File: src/rtl/xor16b_pkg.sv
// Shared types for the XOR16B result stage: result entry layout and entry builder.
// Build option XOR16B_RESULT_PARITY_EN (used by xor16b_result_stage) selects parity storage.
package xor16b_pkg;

  localparam int unsigned XOR_WIDTH = 16;

  typedef struct packed {
    logic [XOR_WIDTH-1:0] data;
    logic                 zero;
    logic                 parity;
  } xor_result_t;

  // Builds one FIFO entry from a Cout word; parity is forced low when not kept.
  function automatic xor_result_t f_make_result(input logic [XOR_WIDTH-1:0] data,
                                                input logic                 par_en);
    xor_result_t r;
    r.data   = data;
    r.zero   = ~|data;
    r.parity = par_en & (^data);
    return r;
  endfunction

endpackage

File: src/rtl/xor16b_result_fifo.sv
// Circular result FIFO for the XOR16B result stage; head is zero whenever the FIFO is empty.
// DEPTH must be a power of two so the pointers wrap naturally.
module xor16b_result_fifo
  import xor16b_pkg::*;
#(
  parameter int unsigned DEPTH = 4
) (
  input  logic                            clkpos1,
  input  logic                            rst,
  input  logic                            i_push,
  input  logic                            i_pop,
  input  xor_result_t                     i_data,
  output xor_result_t                     o_head,
  output logic [$clog2(DEPTH+1)-1:0]      o_count,
  output logic                            o_full,
  output logic                            o_empty
);

  localparam int unsigned CW = $clog2(DEPTH + 1);
  localparam int unsigned PW = (DEPTH > 1) ? $clog2(DEPTH) : 1;

  xor_result_t    r_mem [DEPTH];
  logic [PW-1:0]  r_wr_ptr;
  logic [PW-1:0]  r_rd_ptr;
  logic [CW-1:0]  r_count;
  logic           w_full;
  logic           w_empty;
  logic           w_do_push;
  logic           w_do_pop;

  assign w_full    = (r_count == CW'(DEPTH));
  assign w_empty   = (r_count == '0);
  assign w_do_pop  = i_pop && !w_empty;
  // A push into a full FIFO only lands when the head leaves in the same cycle.
  assign w_do_push = i_push && (!w_full || w_do_pop);

  always_ff @(posedge clkpos1 or posedge rst) begin
    if (rst) begin
      r_wr_ptr <= '0;
      r_rd_ptr <= '0;
      r_count  <= '0;
    end else begin
      if (w_do_push) r_wr_ptr <= r_wr_ptr + PW'(1);
      if (w_do_pop)  r_rd_ptr <= r_rd_ptr + PW'(1);
      unique case ({w_do_push, w_do_pop})
        2'b10:   r_count <= r_count + CW'(1);
        2'b01:   r_count <= r_count - CW'(1);
        default: r_count <= r_count;
      endcase
    end
  end

  always_ff @(posedge clkpos1) begin
    if (w_do_push) r_mem[r_wr_ptr] <= i_data;
  end

  assign o_head  = w_empty ? '0 : r_mem[r_rd_ptr];
  assign o_count = r_count;
  assign o_full  = w_full;
  assign o_empty = w_empty;

endmodule

File: src/rtl/xor16b_result_stage.sv
// Capture stage behind the 16-bit XOR array: token pipe, credit-based issue throttle, result FIFO.
// Build option XOR16B_RESULT_PARITY_EN: when defined, parity is stored per entry and driven on out_parity.
module xor16b_result_stage
  import xor16b_pkg::*;
#(
  parameter int unsigned WIDTH = 16,
  parameter int unsigned LAT   = 2,
  parameter int unsigned DEPTH = 4
) (
  input  logic             clkpos1,
  input  logic             rst,
  input  logic             issue_valid,
  output logic             issue_ready,
  input  logic [WIDTH-1:0] cout,
  output logic             out_valid,
  input  logic             out_ready,
  output logic [WIDTH-1:0] out_data,
  output logic             out_zero,
  output logic             out_parity,
  output logic             ovf_err
);

  localparam int unsigned CW = $clog2(DEPTH + 1);
  localparam int unsigned IW = $clog2(LAT + 1);
  localparam int unsigned SW = ((CW > IW) ? CW : IW) + 1;
`ifdef XOR16B_RESULT_PARITY_EN
  localparam logic PAR_EN = 1'b1;
`else
  localparam logic PAR_EN = 1'b0;
`endif

  logic [LAT-1:0] r_tok;
  logic           r_run;
  logic           r_ovf_err;
  logic [IW-1:0]  w_inflight;
  logic [CW-1:0]  w_count;
  logic           w_full;
  logic           w_empty;
  logic           w_accept;
  logic           w_capture;
  logic           w_pop;
  logic           w_push;
  xor_result_t    w_entry;
  xor_result_t    w_head;

  // Tokens still travelling through the array each hold a reserved FIFO slot.
  always_comb begin
    w_inflight = '0;
    for (int i = 0; i < int'(LAT); i++) begin
      w_inflight = w_inflight + IW'(r_tok[i]);
    end
  end

  assign issue_ready = r_run && ((SW'(w_count) + SW'(w_inflight)) < SW'(DEPTH));
  assign w_accept    = issue_valid && issue_ready;
  assign w_capture   = r_tok[LAT-1];
  assign w_pop       = out_valid && out_ready;
  assign w_push      = w_capture && (!w_full || w_pop);
  assign w_entry     = f_make_result(XOR_WIDTH'(cout), PAR_EN);

  // r_run holds issue off until the first clock after reset release.
  always_ff @(posedge clkpos1 or posedge rst) begin
    if (rst) begin
      r_run <= 1'b0;
      r_tok <= '0;
    end else begin
      r_run    <= 1'b1;
      r_tok[0] <= w_accept;
      for (int i = 1; i < int'(LAT); i++) begin
        r_tok[i] <= r_tok[i-1];
      end
    end
  end

  always_ff @(posedge clkpos1 or posedge rst) begin
    if (rst) begin
      r_ovf_err <= 1'b0;
    end else if (w_capture && w_full && !w_pop) begin
      r_ovf_err <= 1'b1;
    end
  end

  xor16b_result_fifo #(
    .DEPTH (DEPTH)
  ) u_fifo (
    .clkpos1 (clkpos1),
    .rst     (rst),
    .i_push  (w_push),
    .i_pop   (w_pop),
    .i_data  (w_entry),
    .o_head  (w_head),
    .o_count (w_count),
    .o_full  (w_full),
    .o_empty (w_empty)
  );

  assign out_valid = !w_empty;
  assign out_data  = WIDTH'(w_head.data);
  assign out_zero  = w_head.zero;
  assign ovf_err   = r_ovf_err;

`ifdef XOR16B_RESULT_PARITY_EN
  assign out_parity = w_head.parity;
`else
  logic w_unused_parity;
  assign w_unused_parity = w_head.parity;
  assign out_parity      = 1'b0;
`endif

endmodule
File: config.mk
export PLATFORM = sky130hd
export DESIGN_NAME = xor16b_result_stage
export DESIGN_NICKNAME = d
export VERILOG_FILES = /design/src/rtl/xor16b_pkg.sv /design/src/rtl/xor16b_result_fifo.sv /design/src/rtl/xor16b_result_stage.sv
export SDC_FILE = /design/constraint.sdc
export NUM_CORES = 1
export LEC_CHECK = 0
export CORE_MARGIN = 4
export CORE_UTILIZATION = 50
export DETAILED_ROUTE_END_ITERATION = 10
export GPL_ROUTABILITY_DRIVEN = 0
export HOLD_SLACK_MARGIN = 0.08
export MAX_ROUTING_LAYER = met4
export PLACE_DENSITY = 0.76
export SYNTH_ARGS = -nofsm -noshare
export SYNTH_HDL_FRONTEND = slang
export SYNTH_HIERARCHICAL = 1
export SYNTH_SLANG_ARGS = --single-unit
File: constraint.sdc
create_clock -name clkpos1 -period 2.4 [get_ports clkpos1]
set_input_delay 0.24 -clock clkpos1 [delete_from_list [all_inputs] [get_ports clkpos1]]
set_output_delay 0.24 -clock clkpos1 [all_outputs]
set_load 0.005 [all_outputs]
==> out/metrics.cfg <==
[sta]
timing.fmax_mhz=437
setup_viol=0
maxSlewViolCount=0
period_needed_ps=2290
finalCritPeriodShare=0.954
hold_viol_final=0
finalSetupTns_ps=0
clock_skew_ps=7.91

[cts]
cts_tree=yes
clkTransAtPathRegs_ps=70
insertion_delay_ps=350
h-tree-depth=3
clock_path_buffers=2
cts_made_buffers=9
postCtsSetupBuffers=0
cts.sinks=79
clock-root-buffer=clkbuf_8

[pwr]
intPower_mw=3.12
switching_share=0.276
leakagePower_nw=1.44
p_comb_frac=0.374
clkPwrFrac=0.216
switchingPower_mw=1.19
p_per_area_mw_per_mm2=1080
pwr-share-seq=0.410
ir_worst_vdd_mv=0.666

[floorplanning]
die_x_um=88.4
dieArea_sq_mm=0.00782
boundaryPins=41
rows=29
coreArea_sq_mm=0.00631
initial_core_util=0.512
die_h_um=88.4

[worst_setup_path]
end_kind=flip-flop
crit_arrival_ps=2560
required_ps=2670
startpoint_type=flip-flop
worst-setup-path-type=flip-flop to flip-flop
path_max_fanout=5

[finish]
syn_to_final_growth_pct=24.0
final_util=0.635
final_nets=253
insertedDiodeCount=0
layout.cells.most_common_list=edfxtp_1 (68), clkdlybuf4s50_1 (39), nor2b_1 (18)
fin_cells=308
final_common_cell=edfxtp_1
layout-drive-gt1-share=0.242

[status]
status=complete, no violations

[global_routing]
grt_first_pass_wirelength_um=9050
grt_pass1_vias=1754
grt_max_degree=21
grt_overflow=0
antenna_found_initial=0
grtUsageTotal=0.167

[run]
max_cap_viol_count=0

[drt]
wl_per_cell_um=18.3
first_pass_iters=4
wl_um=5630
drtIter0Drc=152
drc_errors=0
dr_total_vias=1651
ant_nets=0
viasPerCell=5.36

[place]
dp_cells=292
portBuffers=39
dp_hpwl_um=3840

[logic_synthesis]
syn_area_sq_mm=0.00323
yosys_warnings=6
synthesis.instances=172
synth.avg_cell_area_sq_um=18.8
synthesis.nets=199

[hold_path]
hp-class=primary input to asynchronous set/reset pin

layer usage:
| metal | GRT usage | routed length [um] | vias up |
|---|---|---|---|
| met1 | 0.207 | 2380 | 847 |
| met3 | 0.0363 | 257 | 13 |
| li1 | - | - | 753 |
| met4 | 0.0824 | 114 | 0 |
| met5 | - | 0 | - |
| met2 | 0.263 | 2880 | 38 |
worst paths after layout:
path,end,slack (ps),depth (start not counted),startpoint
min in group clkpos1,r_tok[1],400,0,r_tok[0]
worst min-delay path,r_tok[0],100,2,rst
worst max register to register,u_fifo/o_count[2],110,11,u_fifo/o_count[0]
worst min register to register,r_tok[1],400,0,r_tok[0]
max in group asynchronous,u_fifo/o_count[0],2000,2,rst
worst max-delay path,u_fifo/o_count[2],110,11,u_fifo/o_count[0]
through the flow:
stage	total power, mW	worst slack [ps]	hold slack, ps	area (sq um)
2_1_floorplan	2.69	34.2	6.08	3240
3_3_place_gp	3.38	154	376	3810
3_5_place_dp	3.42	105	381	3810
4_1_cts	4.35	81.2	84.7	4000
5_1_grt	4.57	-15.3	121	4010
6_report	4.31	110	103	4010
worst max-delay path: stages, from the launching register on:
cell and delay, ps:
dfrtp_2 440, nor3_2 230, nand2b_4 180, inv_1 70
o21a_4 210, inv_1 50, ha_2 180, inv_1 50
fa_1 370, xor2_1 150, nor2_1 130, xor2_1 160
state kept, by name, indices dropped and copies added, names as in the netlist:
register	flops
u_fifo/r_mem	68
u_fifo/o_count	3
r_tok	2
u_fifo/r_rd_ptr	2
u_fifo/r_wr_ptr	2
ovf_err	1
r_run	1
power by group through the flow:
stage          clock [mW]  combinational, mW  sequential [mW]
2_1_floorplan           0              0.929             1.76
3_3_place_gp            0               1.60             1.78
3_5_place_dp            0               1.63             1.80
4_1_cts             0.954               1.63             1.76
5_1_grt              1.00               1.78             1.79
6_report            0.931               1.61             1.77
final cells by class:
type | count | area, sq um
flip-flops and latches | 79 | 2320
clock buffers | 9 | 124
well taps | 77 | 96.3
clock inverters | 7 | 63.8
inverters | 12 | 45.0
multi-input cells | 74 | 851
fillers | 466 | 2300
repair buffers | 50 | 510
timing repair:
| item | CTS | global route |
|---|---|---|
| gates resized for setup | 0 | 6 |
| setup endpoints to repair | 0 | 1 |
| hold buffers | 0 | 0 |
| endpoints found under the hold margin | 0 | 0 |
No activity file was read; power rests on OpenSTA's default activity.
